## src/rtl/ps2_host_tx_axis.sv

```systemverilog
// PS/2 host-to-device transmitter: accepts command bytes on an AXI-Stream slave and
// clocks them out to the device with inhibit, start, data, parity and stop, then checks the ack.
module ps2_host_tx_axis #(
  parameter int INHIBIT_CYCLES = 5000,
  parameter int TIMEOUT_CYCLES = 1000000
) (
  input  logic       axis_aclk_i,
  input  logic       axis_aresetn_i,
  input  logic       s_axis_tvalid_i,
  output logic       s_axis_tready_o,
  input  logic [7:0] s_axis_tdata_i,
  input  logic       ps2_clk_i,
  input  logic       ps2_data_i,
  output logic       ps2_clk_oe_o,
  output logic       ps2_data_oe_o,
  output logic       busy_o,
  output logic       done_o,
  output logic       err_o
);

  localparam int CNT_MAX      = (INHIBIT_CYCLES > TIMEOUT_CYCLES) ? INHIBIT_CYCLES : TIMEOUT_CYCLES;
  localparam int CNT_W        = $clog2(CNT_MAX + 1);
  localparam int START_CYCLES = 16;

  typedef enum logic [2:0] {IDLE, INHIBIT, START, XFER, WAIT_IDLE} state_t;

  state_t           state, state_n;
  logic [CNT_W-1:0] cnt, cnt_n;
  logic [3:0]       bitcnt, bitcnt_n;
  logic [7:0]       data_r;
  logic             par_r;
  logic             nack, nack_n;
  logic             done_n, err_n;
  logic             clk_s1, clk_s2, clk_s3;
  logic             data_s1, data_s2;
  logic             fe, accept, timeout, tx_low;

  // Sync flops idle high so leaving reset never fakes a falling edge.
  always_ff @(posedge axis_aclk_i) begin
    if (!axis_aresetn_i) begin
      clk_s1  <= 1'b1;
      clk_s2  <= 1'b1;
      clk_s3  <= 1'b1;
      data_s1 <= 1'b1;
      data_s2 <= 1'b1;
    end else begin
      clk_s1  <= ps2_clk_i;
      clk_s2  <= clk_s1;
      clk_s3  <= clk_s2;
      data_s1 <= ps2_data_i;
      data_s2 <= data_s1;
    end
  end

  assign fe = clk_s3 & ~clk_s2;

  // Handshake: a byte transfers on any rising clock edge where tvalid and tready are both 1;
  // tready is high only in IDLE, so the master holds its byte for the whole transmission.
  assign s_axis_tready_o = axis_aresetn_i & (state == IDLE);
  assign accept          = s_axis_tvalid_i & s_axis_tready_o;
  assign busy_o          = (state != IDLE);
  assign timeout         = (cnt == CNT_W'(TIMEOUT_CYCLES - 1));

  // bitcnt 0 is the start bit; data line is driven low for every 0 bit.
  always_comb begin
    tx_low = 1'b0;
    case (bitcnt)
      4'd0:                                            tx_low = 1'b1;
      4'd1, 4'd2, 4'd3, 4'd4, 4'd5, 4'd6, 4'd7, 4'd8: tx_low = ~data_r[3'(bitcnt - 4'd1)];
      4'd9:                                            tx_low = ~par_r;
      default:                                         tx_low = 1'b0;
    endcase
  end

  always_ff @(posedge axis_aclk_i) begin
    if (!axis_aresetn_i) begin
      state  <= IDLE;
      cnt    <= '0;
      bitcnt <= '0;
      nack   <= 1'b0;
      data_r <= '0;
      par_r  <= 1'b0;
      done_o <= 1'b0;
      err_o  <= 1'b0;
    end else begin
      state  <= state_n;
      cnt    <= cnt_n;
      bitcnt <= bitcnt_n;
      nack   <= nack_n;
      done_o <= done_n;
      err_o  <= err_n;
      if (accept) begin
        data_r <= s_axis_tdata_i;
        par_r  <= ~^s_axis_tdata_i;
      end
    end
  end

  always_comb begin
    state_n       = state;
    cnt_n         = cnt;
    bitcnt_n      = bitcnt;
    nack_n        = nack;
    done_n        = 1'b0;
    err_n         = 1'b0;
    ps2_clk_oe_o  = 1'b0;
    ps2_data_oe_o = 1'b0;
    case (state)
      IDLE: begin
        if (accept) begin
          state_n = INHIBIT;
          cnt_n   = '0;
          nack_n  = 1'b0;
        end
      end
      INHIBIT: begin
        ps2_clk_oe_o = 1'b1;
        if (cnt == CNT_W'(INHIBIT_CYCLES - 1)) begin
          state_n = START;
          cnt_n   = '0;
        end else begin
          cnt_n = cnt + CNT_W'(1);
        end
      end
      START: begin
        ps2_clk_oe_o  = 1'b1;
        ps2_data_oe_o = 1'b1;
        if (cnt == CNT_W'(START_CYCLES - 1)) begin
          state_n  = XFER;
          cnt_n    = '0;
          bitcnt_n = '0;
        end else begin
          cnt_n = cnt + CNT_W'(1);
        end
      end
      XFER: begin
        ps2_data_oe_o = tx_low;
        if (fe) begin
          cnt_n = '0;
          // The eleventh falling edge carries the device ack on the data line.
          if (bitcnt == 4'd10) begin
            nack_n  = data_s2;
            state_n = WAIT_IDLE;
          end else begin
            bitcnt_n = bitcnt + 4'd1;
          end
        end else if (timeout) begin
          ps2_data_oe_o = 1'b0;
          state_n       = IDLE;
          done_n        = 1'b1;
          err_n         = 1'b1;
        end else begin
          cnt_n = cnt + CNT_W'(1);
        end
      end
      WAIT_IDLE: begin
        if (clk_s2 && data_s2) begin
          state_n = IDLE;
          done_n  = 1'b1;
          err_n   = nack;
        end else if (fe) begin
          cnt_n = '0;
        end else if (timeout) begin
          state_n = IDLE;
          done_n  = 1'b1;
          err_n   = 1'b1;
        end else begin
          cnt_n = cnt + CNT_W'(1);
        end
      end
      default: state_n = IDLE;
    endcase
  end

endmodule

```

## config.mk

```make
export PLATFORM = sky130hd
export DESIGN_NAME = ps2_host_tx_axis
export DESIGN_NICKNAME = d
export VERILOG_FILES = /design/src/rtl/ps2_host_tx_axis.sv
export SDC_FILE = /design/constraint.sdc
export NUM_CORES = 1
export LEC_CHECK = 0
export CORE_ASPECT_RATIO = 0.9
export CORE_MARGIN = 8
export CORE_UTILIZATION = 62
export CTS_CLUSTER_SIZE = 40
export DETAILED_ROUTE_END_ITERATION = 10
export PLACE_DENSITY = 0.89
export SYNTH_ARGS = -nofsm -noshare
export SYNTH_HDL_FRONTEND = slang
export SYNTH_SLANG_ARGS = --single-unit
export TNS_END_PERCENT = 50
```

## constraint.sdc

```tcl
create_clock -name axis_aclk_i -period 4.7 [get_ports axis_aclk_i]
set_input_delay 0.94 -clock axis_aclk_i [delete_from_list [all_inputs] [get_ports axis_aclk_i]]
set_output_delay 0.94 -clock axis_aclk_i [all_outputs]
set_load 0.01 [all_outputs]
```

After elaboration in Yosys (flattened, before gate mapping)
Cells that the tools add are included.
- bits in registers: 44
- memories: 0
- output and inout port bits: 6
- bits in writable memories: 0
- logic and storage cells: 100
- bits of input ports: 13
- memory bits (read-only): 0
- latch bits: 0
- div/mod/pow operators: 0
- bitwise gates (word level): 6
- multiply operators: 0
- equal/unequal tests: 26
- $lt $le $gt $ge: 1
- add/sub/neg operators: 3
- reduce and logical (&&, ||, !) cells: 14
- shifts and indexed selects: 0
- muxes and demuxes: 37
- operator list (kind ; number):
    2-to-1 mux 20 bit ; 6
    case mux 20 bit (5 select lines) ; 1
    2-to-1 mux 3 bit ; 8
    adder 20 x 1 -> 20 bit (second input constant) ; 1
    equality test 20 x 13 -> 1 bit (second input constant) ; 1
    equality test 20 bit (second input constant) ; 1
    equality test 20 x 4 -> 1 bit (second input constant) ; 1
    equality test 4 x 3 -> 1 bit (second input constant) ; 4
    case mux 3 bit (5 select lines) ; 1
    inequality test 2 bit (second input constant) ; 7
    equality test 4 bit (second input constant) ; 3
    2-to-1 mux 4 bit ; 3
    2-to-1 mux 1 bit ; 11
    equality test 4 x 2 -> 1 bit (second input constant) ; 2
    case mux 1 bit (2 select lines) ; 4
    case mux 4 bit (2 select lines) ; 1
    AND reduction 4 bit ; 2
    OR reduction 8 bit ; 1
    XNOR reduction 8 bit ; 1
    equality test 3 x 2 -> 1 bit (second input constant) ; 2
    inequality test 3 bit (second input constant) ; 2
    AND reduction 5 bit ; 1
    nonzero test 5 bit ; 1
    adder 4 x 1 -> 4 bit (second input constant) ; 1
    other kinds (16) ; 21

Longest topological paths before layout
Gate-level depths: netlist (run 1).
- depth in word-level cells: 8
- gate-level depth with buffers: 7
- mapped depth without buffers: 7

Worst setup path after synthesis (run 1)
No wires, ideal clock.
- path kind: reg2out
- start: register bitcnt[0]
- end: output ps2_data_oe_o
- data arrival time: 1.915 ns
- buffers on the path: 0
- required time: 3.760 ns
- stages on the path, launching flop included: 7
- setup slack: 1.845 ns
- cells stage by stage: dfxtp_1 -> inv_1 -> ha_1 -> mux4_2 -> mux2i_1 -> a21oi_1 -> a211oi_1
- cells in the longest elaborated chain, start to end: 8
- elaborated cells between the ends (all ways): 19
- those cells by class: 1 x add/sub; 9 x eq/ne; 6 x mux; 1 x bitwise; 2 x reduce/logical
- RTL lines (item ; line ; source):
    start: declaration ; 29 ; logic [3:0] bitcnt, bitcnt_n;
    start signal: assignment ; 88 ; bitcnt <= bitcnt_n;
    subtractor 3 x 1 -> 3 bit ; 69 ; 4'd1, 4'd2, 4'd3, 4'd4, 4'd5, 4'd6, 4'd7, 4'd8: tx_low = ~data_r[3'(bitcnt - 4'd1)];
    binary-select mux 1 bit (select 3 bit) ; 69 ;
    2-to-1 mux 1 bit (implied by the code) ; 69 ;
    inverter 1 bit ; 69 ;
    case mux 1 bit (3 select lines) (*) ; 67 ; case (bitcnt)
    2-to-1 mux 1 bit ; 147 ; end else if (timeout) begin
    2-to-1 mux 1 bit (*) ; 138 ; if (fe) begin
    case mux 1 bit (2 select lines) (*) ; 108 ; case (state)
    end: declaration ; 15 ; output logic ps2_data_oe_o,
Mark *: on every way between the ends. The rest lies on a longest branch, timed or not. The select of a mux whose other input is x is not followed.

Worst setup path in the final report (run 1)
Same ends and word-level chain as after synthesis.

==> results of run 1 <==
-- cells in the final DEF (no fill, tap or decap), types with 6 or more instances in the layout --
cell	instances
nand2b_1	9
nand2_1	14
nor2_1	19
inv_1	19
xnor2_1	11
dfxtp_1	44
nand3_1	18
or3_1	11
clkdlybuf4s50_1	18
ha_1	6
xor2_1	6
clkbuf_8	6
o21ai_0	25
a21oi_1	23
-- area by class of cell --
type	count	area, sq um
inverters	19	71.3
clock inverters	1	7.51
clock buffers	7	86.3
flip-flops and latches	44	881
repair buffers	20	195
well taps	46	57.6
fillers	292	1010
multi-input cells	216	1420
-- worst max-delay path, cell delays in order (launching register included) --
cell	delay, ns
dfxtp_1	0.52
inv_1	0.15
ha_1	0.40
mux4_2	0.52
mux2i_1	0.14
a21oi_1	0.09
a211oi_1	0.23
clkdlybuf4s50_1	0.57
-- flip-flops by register name, summed over array words and instances (netlist names) --
| register | flops |
|---|---|
| state | 3 |
| data_s2 | 1 |
| data_r | 8 |
| err_o | 1 |
| clk_s2 | 1 |
| data_s1 | 1 |
| bitcnt | 4 |
| clk_s1 | 1 |
| par_r | 1 |
| nack | 1 |
| clk_s3 | 1 |
| cnt | 20 |
| done_o | 1 |
-- cell usage after synthesis, types with 2 or more instances --
| cell type | instances |
|---|---|
| o41ai_1 | 2 |
| clkbuf_1 | 10 |
| xnor2_1 | 11 |
| or3_1 | 11 |
| nand2_1 | 14 |
| nor3_1 | 4 |
| a21oi_1 | 23 |
| a211o_1 | 2 |
| nand2b_1 | 9 |
| nor4_1 | 4 |
| o31ai_1 | 4 |
| and2_1 | 3 |
| a21boi_0 | 4 |
| a2111oi_0 | 3 |
| mux2i_1 | 3 |
| a211oi_1 | 3 |
| nor2_1 | 19 |
| nand3_1 | 18 |
| xor2_1 | 6 |
| nand4_1 | 5 |
| a2111oi_2 | 2 |
| dfxtp_1 | 44 |
| ha_1 | 6 |
| o21ai_0 | 25 |
| mux4_2 | 2 |
| or4_1 | 5 |
| buf_1 | 2 |
| a21o_1 | 3 |
| nor2b_1 | 3 |
| nand3b_1 | 4 |
| inv_1 | 19 |
-- stage by stage --
stage	std cells	hold slack, ns	area, sq um
3_3_place_gp	345	0.388	2630
4_1_cts	353	0.410	2720
6_report	353	0.410	2720
3_5_place_dp	345	0.392	2630
2_1_floorplan	292	0.386	2410
5_1_grt	353	0.439	2720
-- cell families after synthesis --
group	count (synthesis)	share of synthesized area
buffers and inverters	32	0.0503
XOR/XNOR	17	0.0617
AND/OR/NAND/NOR	108	0.250
adder cells (fa/ha/maj)	6	0.0311
multiplexers	5	0.0311
AO/OA/AOI/OAI	80	0.211
flip-flops	44	0.365
-- routing by layer --
layer | up-vias | routed length (um) | GRT usage
li1 | 1096 | - | -
met1 | 1025 | 2620 | 0.273
met2 | 103 | 2410 | 0.268
met3 | 11 | 405 | 0.0418
met4 | 0 | 83 | 0.0720
met5 | - | 0 | 0
-- power groups by stage --
| stage | clock network [W] | registers, W | logic (W) |
|---|---|---|---|
| floorplan | 0 | 0.000430 | 0.000223 |
| global placement | 0 | 0.000457 | 0.000296 |
| detailed placement | 0 | 0.000458 | 0.000304 |
| CTS | 0.000249 | 0.000450 | 0.000306 |
| global route | 0.000266 | 0.000456 | 0.000340 |
| finish | 0.000247 | 0.000452 | 0.000310 |
-- path summary, 6_finish.rpt --
kind,startpoint,to,slack (ns),cells past startpoint
setup / recovery,bitcnt[0]$_SDFFE_PN0P_,ps2_data_oe_o,0.85,7
hold / removal,clk_s1$_SDFF_PN1_,clk_s2$_SDFF_PN1_,0.41,1
setup reg to reg,state[2]$_SDFFE_PN0P_,cnt[16]$_SDFFE_PN0P_,2.25,5
hold reg to reg,clk_s1$_SDFF_PN1_,clk_s2$_SDFF_PN1_,0.41,1
==> summary.md, run 1 <==
| Metric | Value |
|---|---|
| Synth area leaders | `dfxtp_1 (36%), o21ai_0 (5.2%), a21oi_1 (4.8%)` |
| Status | `finished, final reports clean` |
| Int Pwr | `0.000657 W` |
| Crit start category | `register` |
| Synth Instances | `292` |
| Share of cells above drive strength 1 | `0.0554` |
| CTS sink cnt | `44` |
| Combinational share of power | `0.307` |
| Clk pwr share | `0.245` |
| Worst-Skew Late Latency | `0.29 ns` |
| Area Growth Syn to Fin | `12.6%` |
| PostCTS Resize Cnt | `0` |
| Crit Path Class | `reg -> out` |
| Die Ht | `75.2 um` |
| Die width | `81.8 um` |
| GP Congestion | `0.985` |
| Post-layout min period | `3.85 ns` |
| Period utilization | `0.820` |
| Finish-stage setup viols | `0` |
| Peak supply drop | `0.195 mV` |
| Area share of the largest cell type after synthesis | `0.365` |
| Pre-Repair DR Iteration Count | `5` |
| Initial antenna violation count | `0` |
| Setup TNS | `0 ns` |
| Port bufs | `18` |
| Synth Flop Type | `dfxtp_1` |
| Initial DRC count | `399` |
| Reg power frac | `0.448` |
| Async set-reset flop share out of synthesis | `0` |
| RSZ-0062 raised after global routing | `false` |
| Num rows | `21` |
| Die Area | `0.00615 sq mm` |
| Post-synthesis sequential area ratio | `0.365` |
| Gr ovfl total | `0` |
| Antenna-violating nets left | `0` |
| Dpl hpwl | `3940 um` |
| Total core area | `0.00373 sq mm` |
| FMAX | `0.260 GHz` |
| Synth cell types | `50` |
| Data arrival, critical path | `2.91 ns` |
| Root buffer cell | `clkbuf_8` |
| Slew HR | `0.476` |
| Tot Pwr | `0.00101 W` |
| Yosys top cell by area | `dfxtp_1` |
| DRT Wirelength | `5520 um` |
| CTS max path bufs | `2` |
| CP Capture Type | `output pin` |
| Syn. warnings | `0` |
| Post-route DRC | `0` |
| Vias | `2235` |
| Clk slew on worst S/H paths | `0.08 ns` |
| P_leak | `0.905 nW` |
| Cts-stage hold buffer count | `0` |
| First-pass GRT wire length | `9250 um` |
| Worst clock skew | `0.00390 ns` |
| Pre-CTS setup slack | `1.17 ns` |
| I/O pins | `19` |
| Area of the mapped netlist | `0.00241 sq mm` |
| Pin count of the biggest net entering global routing | `21` |
| Initial core utilization | `0.647` |
| Total CTS buffers | `5` |
| PD cells | `371 mW/mm^2` |
| Setup ws final | `0.848 ns` |
| Syn Nets | `311` |
| TritonCTS clock tree | `done` |
| Post-synth EDFFs | `0` |
| Vias in the first global route | `1967` |
| MaxCap Viol Count | `0` |
| GR Util All Layers | `0.190` |
| Avg Cell Area, Syn | `8.27 sq um` |
| CP required | `3.76 ns` |
| Crit-path max FO | `8` |
| HP Class | `reg -> reg` |
| Endpoints failing hold | `0` |
| Final core utilization | `0.729` |
| #FFs+latches synth | `44` |
| Layout Nets | `325` |
| Sw Pwr | `0.000352 W` |
| WL/cell | `15.6 um` |
| Worst-Margin Slew | `0.784 ns` |
| Fin. max-slew vios | `0` |
| Avg Vias per Cell | `6.33` |
| Clock H-tree levels | `2` |
| Setup repair bufs after CTS | `0` |
| Switch share | `0.349` |
| # diodes | `0` |
Power figures use the tool's default switching activity.
==> run 2: changes to the inputs <==
--- a/config.mk
+++ b/config.mk
@@ -7,10 +7,10 @@
 export LEC_CHECK = 0
 export CORE_ASPECT_RATIO = 0.9
 export CORE_MARGIN = 8
-export CORE_UTILIZATION = 62
+export CORE_UTILIZATION = 58
 export CTS_CLUSTER_SIZE = 40
 export DETAILED_ROUTE_END_ITERATION = 10
-export PLACE_DENSITY = 0.89
+export PLACE_DENSITY = 0.84
 export SYNTH_ARGS = -nofsm -noshare
 export SYNTH_HDL_FRONTEND = slang
 export SYNTH_SLANG_ARGS = --single-unit
==> constraint.sdc (replaced) <==
create_clock -name axis_aclk_i -period 4 [get_ports axis_aclk_i]
set_input_delay 0.8 -clock axis_aclk_i [delete_from_list [all_inputs] [get_ports axis_aclk_i]]
set_output_delay 0.8 -clock axis_aclk_i [all_outputs]
set_load 0.01 [all_outputs]
==> summary.md, run 2 (same netlist as run 1, synthesis figures left out) <==
| Metric | Value |
|---|---|
| Post-route DRC | `0 (unchanged)` |
| Crit Path Class | `reg -> out` |
| Cts-stage hold buffer count | `0 (unchanged)` |
| Die width | `84.0 um (+2.7%)` |
| # diodes | `0 (unchanged)` |
| CP Capture Type | `output pin` |
| Clk slew on worst S/H paths | `0.08 ns (about the same)` |
| CTS sink cnt | `44 (unchanged)` |
| First-pass GRT wire length | `9540 um (+3.1%)` |
| Fill cells | `332 (+14%)` |
| Initial DRC count | `263 (-34%)` |
| CTS max path bufs | `2 (unchanged)` |
| Area Growth Syn to Fin | `12.7% (about the same)` |
| RSZ-0062 raised after global routing | `false` |
| Fin. max-slew vios | `0 (unchanged)` |
| Layout Nets | `325 (unchanged)` |
| Finish-stage setup viols | `0 (unchanged)` |
| Initial antenna violation count | `0 (unchanged)` |
| Clock H-tree levels | `2 (unchanged)` |
| Most common cell after layout, fill and taps aside | `dfxtp_1` |
| Tot Pwr | `0.00118 W (+17%)` |
| Initial core utilization | `0.597 (-0.0504)` |
| Total CTS buffers | `5 (unchanged)` |
| Num rows | `22 (+4.8%)` |
| Pre-CTS setup slack | `0.697 ns (-0.470 ns)` |
| I/O pins | `19 (unchanged)` |
| Worst reg2reg startpoint | `state[2]$_SDFFE_PN0P_` |
| Worst clock skew | `0.00746 ns (+0.00356 ns)` |
| Largest registers | `cnt (20), data_r (8), bitcnt (4)` |
| Crit start category | `register` |
| Endpoints failing hold | `0 (unchanged)` |
| Worst min-delay path startpoint | `data_s1$_SDFF_PN1_` |
| PD cells | `433 mW/mm^2 (+17%)` |
| HP Class | `reg -> reg` |
| WL/cell | `15.7 um (+0.66%)` |
| GR Util All Layers | `0.176 (-0.0149)` |
| Post-layout min period | `3.63 ns` |
| Root buffer cell | `clkbuf_8` |
| TritonCTS clock tree | `done` |
| Total core area | `0.00405 sq mm (+8.5%)` |
| Peak supply drop | `0.211 mV (+8.1%)` |
| Vias | `2250 (+0.67%)` |
| Status | `finished, final reports clean` |
| Avg Vias per Cell | `6.34 (+0.10%)` |
| Most frequent cells in the layout | `dfxtp_1 (44), o21ai_0 (25), a21oi_1 (23)` |
| Dpl hpwl | `4040 um (+2.5%)` |
| Max reg flops | `20 (unchanged)` |
| Worst-Skew Late Latency | `0.30 ns (about the same)` |
| RR Endpoint | `cnt[8]$_SDFFE_PN0P_` |
| DRT Wirelength | `5580 um (+1.2%)` |
| CP required | `3.20 ns (-0.56 ns)` |
| FMAX | `0.276 GHz` |
| MaxCap Viol Count | `0 (unchanged)` |
| Placed Cells incl. Taps | `347 (+0.58%)` |
| Port bufs | `18 (unchanged)` |
| Crit-path max FO | `8 (unchanged)` |
| Data arrival, critical path | `2.83 ns (-0.08 ns)` |
| Setup ws final | `0.374 ns (-0.474 ns)` |
| Worst-Margin Slew | `0.782 ns (-0.00223 ns)` |
| CP Launch Point | `bitcnt[0]$_SDFFE_PN0P_` |
| Setup repair bufs after CTS | `0 (unchanged)` |
| Vias in the first global route | `2070 (+5.2%)` |
| Most flop-heavy register | `cnt` |
| Cells on worst reg2reg path | `5 (unchanged)` |
| Slew HR | `0.465 (-0.0110)` |
| Pin count of the biggest net entering global routing | `22 (+4.8%)` |
| Worst Hold Path EP | `data_s2$_SDFF_PN1_` |
| Flop-to-flop setup slack | `1.51 ns (-0.74 ns)` |
| P_leak | `0.905 nW (unchanged)` |
| Share of cells above drive strength 1 | `0.0554 (unchanged)` |
| Setup TNS | `0 ns (unchanged)` |
| Antenna-violating nets left | `0 (unchanged)` |
| Hold path depth | `1 (unchanged)` |
| Die Area | `0.00649 sq mm (+5.5%)` |
| Period utilization | `0.906` |
| Gr ovfl total | `0 (unchanged)` |
| Pre-Repair DR Iteration Count | `5 (unchanged)` |
| GP Congestion | `0.873 (-11%)` |
| PostCTS Resize Cnt | `0 (unchanged)` |
| Fin cells | `355 (+0.57%)` |
| Die Ht | `77.2 um (+2.7%)` |
run 2: cell counts in the layout (fill, tap and decap cells not counted):
No cell type changed its count.
run 2: layout make-up:
type	count	area [sq um]	area share
sequential	44	881	0.324
clock inverter	1	7.51	0.00276
tap	48	60.1	0.0221
inverter	19	71.3	0.0262
clock buffer	7	86.3	0.0317
multi-input combinational	216	1420	0.522
timing repair buffer	20	195	0.0717
run 2: metrics by stage:
stage | hold WS (ns) | cell area, sq um | utilization
2_1_floorplan | 0.386 | 2410 | -
3_3_place_gp | 0.388 | 2630 | 0.649
3_5_place_dp | 0.398 | 2630 | 0.649
4_1_cts | 0.430 | 2720 | 0.673
5_1_grt | 0.450 | 2720 | 0.673
6_report | 0.424 | 2720 | 0.673
run 2: worst max-delay path by stage:
stage                          to  slack (ns)  cells after the start
floorplan           ps2_data_oe_o        1.29                      6
global placement    ps2_data_oe_o        0.80                      7
detailed placement  ps2_data_oe_o        0.70                      7
CTS                 ps2_data_oe_o        0.35                      7
global route        ps2_data_oe_o        0.23                      7
finish              ps2_data_oe_o        0.37                      7
run 2: layer usage:
metal / wire length (um) / global-route usage / part of all wire
met5: 0 / 0 / 0
met1: 2560 / 0.237 / 0.46
met4: 95 / 0.0828 / 0.017
met2: 2500 / 0.256 / 0.45
met3: 435 / 0.0412 / 0.078
run 2: critical path, stage by stage (launching register included):
cell and delay, ns:
dfxtp_1 0.50, inv_1 0.14, ha_1 0.37, mux4_2 0.51, mux2i_1 0.14, a21oi_1 0.08, a211oi_1 0.21, clkdlybuf4s50_1 0.57
run 2: where the power goes:
group          total [W]  internal [W]  switching [W]
Sequential      0.000530      0.000476      0.0000534
Combinational   0.000356      0.000155       0.000201
Clock           0.000292      0.000140       0.000152
Total            0.00118      0.000772       0.000407
==> RTL edit 1 (config.mk and constraints of run 2) <==
Set the parameter `TIMEOUT_CYCLES` to 2000000 (it was 1000000).
--- a/src/rtl/ps2_host_tx_axis.sv
+++ b/src/rtl/ps2_host_tx_axis.sv
@@ -4,3 +4,3 @@
   parameter int INHIBIT_CYCLES = 5000,
-  parameter int TIMEOUT_CYCLES = 1000000
+  parameter int TIMEOUT_CYCLES = 2000000
 ) (
Formal check against the unedited RTL: no difference found for any inputs over 10 cycles, from zero or initial values and one cycle with axis_aresetn_i low; that may be too few to reach the edited logic, so the function may still have changed.
==> RTL edit 1 against run 2 <==
Final area increased by 1.8%; worst setup slack got worse by 0.067 ns; area after synthesis increased by 3.1%; cell count rose by 6.5%; clock power down 4%; routed wire length grew 4.1%; combinational power grew 21%; power increased by 5.6%; sequential cell count is 1 higher.
==> RTL edit 1: results (changes against run 2) <==
metric,value,unit,change
status,finished clean,,
deepest clock path buffer count,2,,unchanged
clk_lat worst skew,0.31,ns,
CTS H-Tree Depth,2,,unchanged
share of layout cells above drive strength 1,6.06,%,+0.52 points
Crit path arrival time,2.89,ns,+0.06 ns
port bufs,18,,unchanged
Fill cells,360,,+8.4%
pin count of the biggest net entering global routing,23,,+4.5%
Synth Area in XOR/XNOR,6.69,%,+0.52 points
leakage,1.01,nW,+12%
"Max FO, Critical Path",6,,-2
mux cell area share after synthesis,2.21,%,-0.90 points
clock root buffer master,clkbuf_8,,
GRT Resource Usage Total,17.6,%,+0.051 points
number of global-route vias before repair,2109,,+1.9%
Synth Flop Type,dfxtp_1,,
Int Power,0.787,mW,+2.0%
yosys warns,0,,unchanged
IR Drop Worst-Case VDD,0.291,mV,+38%
clk_skew,0.00766,ns,+0.000202 ns
routed vias,2373,,+5.5%
non-filler cells in the finished layout,378,,+6.5%
first-pass GRT wire length,9.71,mm,+1.8%
# resized after CTS,0,,unchanged
fin nets,348,,+7.1%
hold path cells,1,,unchanged
worst reg2reg path depth,6,,+1
distinct cell type count after synthesis,50,,unchanged
sequential area share after synthesis,36.2,%,-0.28 points
antenna violations before repair,0,,unchanged
Cells after DPL,370,,+6.6%
Routed WL per cell,15.4,um,-2.2%
async set-reset flop share out of synthesis,0,%,unchanged
adder-cell share of the synthesized area,3.02,%,-0.092 points
syn avg cell area,7.90,um2,-4.5%
top post-synthesis cells by count,"dfxtp_1 (45), nand2_1 (44), nand3_1 (32)",,
1st-iter DRT viols,212,,-19%
compound-cell area share of the yosys netlist,14.2,%,-6.9 points
total iterations of the first detailed-routing run,5,,unchanged
Largest regs,"cnt x21, data_r x8, bitcnt x4",,
Area contributors post-synth,"dfxtp_1 (36%), nand2_1 (6.6%), nand3_1 (6.4%)",,
routability congestion estimate,0.888,,+1.8%
HPWL after detailed placement,4.33,mm,+7.3%
Crit path largest cell delay,0.58,ns,
Synthesized Nets,334,,+7.4%
Worst-Margin Slew,0.749,ns,-0.0329 ns
[RTL edit 1: final cells by class]
class	count	area share (%)
Tap cell	48	2.17
Clock inverter	2	0.361
Sequential cell	45	32.5
Timing Repair Buffer	21	7.32
Inverter	10	1.36
Clock buffer	6	2.62
Multi-Input combinational cell	246	53.7
[RTL edit 1: per-stage QoR]
step	setup slack [ns]	area, um2	hold slack (ns)
6_report	0.308	2770	0.417
5_1_grt	0.121	2770	0.458
4_1_cts	0.289	2770	0.419
3_5_place_dp	0.628	2690	0.401
3_3_place_gp	0.777	2690	0.389
2_1_floorplan	1.26	2490	0.386
[RTL edit 1: kinds of logic (layout without fill, tap and decap cells)]
group / after synthesis / after routing
simple gates: 166 / 166
compound gates: 52 / 52
flops: 45 / 45
buf+inv: 24 / 39
xor+xnor: 19 / 19
fa+ha+maj: 6 / 6
mux: 3 / 3
[RTL edit 1: metal layers]
metal | global-route usage, % | share of wire, % | vias to the layer above
met2 | 26.6 | 45 | 114
met3 | 3.75 | 7.5 | 11
li1 | - | - | 1160
met5 | 0 | 0 | -
met4 | 7.82 | 1.6 | 0
met1 | 23.5 | 46 | 1088
[RTL edit 1: power groups by stage]
stage / Sequential (mW) / Clock (mW) / Combinational, mW
after global routing: 0.536 / 0.302 / 0.468
after floorplan: 0.506 / 0 / 0.309
after CTS: 0.530 / 0.281 / 0.427
after global placement: 0.540 / 0 / 0.414
final: 0.533 / 0.281 / 0.430
after detailed placement: 0.541 / 0 / 0.424
[RTL edit 1: worst paths after layout]
kind | startpoint | endpoint | slack [ns]
setup / recovery | bitcnt[0] | ps2_data_oe_o | 0.31
hold / removal | data_s1 | data_s2 | 0.42
setup reg to reg | state[2] | cnt[4] | 1.43
hold reg to reg | data_s1 | data_s2 | 0.42
==> RTL edit 2 (flow settings as in run 2) <==
Without the edit above. Encoding of `state_t`: now one-hot (5 bits for 5 states).
--- a/src/rtl/ps2_host_tx_axis.sv
+++ b/src/rtl/ps2_host_tx_axis.sv
@@ -24,3 +24,3 @@
 
-  typedef enum logic [2:0] {IDLE, INHIBIT, START, XFER, WAIT_IDLE} state_t;
+  typedef enum logic [4:0] {IDLE = 5'b00001, INHIBIT = 5'b00010, START = 5'b00100, XFER = 5'b01000, WAIT_IDLE = 5'b10000} state_t;
 
Check against the original RTL: no difference found for any inputs over 10 cycles, from zero or initial values and one cycle with axis_aresetn_i low; not proved beyond that.
==> RTL edit 2 against run 2 <==
Die area is 7.7% higher; final area is 7.2% higher; worst setup slack better by 0.27 ns; global-route usage down 0.38 points; first-iteration DRC count up 1.9%; sequential cell count is 2 higher; area after synthesis up 9.7%; cell count grew 10%; routed wire length rose by 3.3%.
Power is not compared: it rests on default switching activity, and its combinational part moved more than twofold at a synthesized area within 25%.
==> RTL edit 2: results (changes against run 2) <==
metric,value,unit,change
pre-CTS WS,0.923,ns,+0.226 ns
Met3 Wirelength,318,um,-27%
"Max FO, Critical Path",7,,-1
syn avg cell area,8.25,um2,-0.22%
Synthesized Nets,340,,+9.3%
top post-synthesis cells by count,"dfxtp_1 (46), nand2_1 (43), nor2_1 (22), xnor2_1 (22), o21ai_0 (21)",,
HPWL after detailed placement,4.18,mm,+3.6%
post-layout power,0.898,mW,
DR WL met2,2.53,mm,+1.4%
Max-slew headroom,45.0,%,-1.5 points
status,finished clean,,
sequential area share after synthesis,34.8,%,-1.7 points
1st-iter DRT viols,268,,+1.9%
clk_lat worst skew,0.30,ns,about the same
number of global-route vias before repair,2145,,+3.6%
met2 global-route usage,26.4,%,+0.77 points
Largest regs,"cnt x20, data_r x8, state x5",,
met1 usage,23.4,%,-0.26 points
pin count of the biggest net entering global routing,24,,+9.1%
Crit path arrival time,2.56,ns,-0.27 ns
distinct cell type count after synthesis,54,,+8.0%
Area contributors post-synth,"dfxtp_1 (35%), xnor2_1 (7.3%), nand2_1 (6.1%)",,
clk_skew,0.00600,ns,-0.00146 ns
Cells after DPL,383,,+10%
share of layout cells above drive strength 1,6.38,%,+0.85 points
Fill cells,391,,+18%
yosys warns,0,,unchanged
Routed WL per cell,14.7,um,-6.2%
deepest clock path buffer count,2,,unchanged
metal1 wirelength,2.81,mm,+10%
Routed WL,5.77,mm,+3.3%
Reg area,921,um2,+4.5%
port bufs,18,,unchanged
post-synthesis register bit count,46,,+4.5%
Post-DP Area,0.00282,mm2,+7.4%
routability congestion estimate,0.940,,+7.7%
Global Route met3 Usage,3.47,%,-0.65 points
gr busiest metal,met2,,
fin nets,347,,+6.8%
clock network fraction of total power,32.8,%,
first-pass GRT wire length,9.86,mm,+3.4%
GRT Resource Usage Total,17.2,%,-0.38 points
-- RTL edit 2: final timing paths --
kind | startpoint | slack [ns] | endpoint | cells after the start
hold / removal | data_s1 | 0.42 | data_s2 | 1
setup reg to reg | cnt[16] | 1.31 | cnt[18] | 6
hold reg to reg | data_s1 | 0.42 | data_s2 | 1
setup / recovery | bitcnt[0] | 0.64 | ps2_data_oe_o | 7
-- RTL edit 2: layout make-up --
cell class	count	share of cell area, %
Clock buffer	6	2.83
Clock inverter	2	0.429
Inverter	7	0.901
Multi-Input combinational cell	249	55.2
Sequential cell	46	31.6
Tap cell	62	2.66
Timing Repair Buffer	19	6.44
-- RTL edit 2: logic make-up after synthesis --
group,after synthesis,synth area share (%)
buffers and inverters,26,4.49
muxes,4,2.46
AOI/OAI and AO/OA,53,13.4
adders and majority gates,6,2.83
DFF,46,34.8
xor gates and xnor gates,23,7.60
and+or+nand+nor,163,34.5
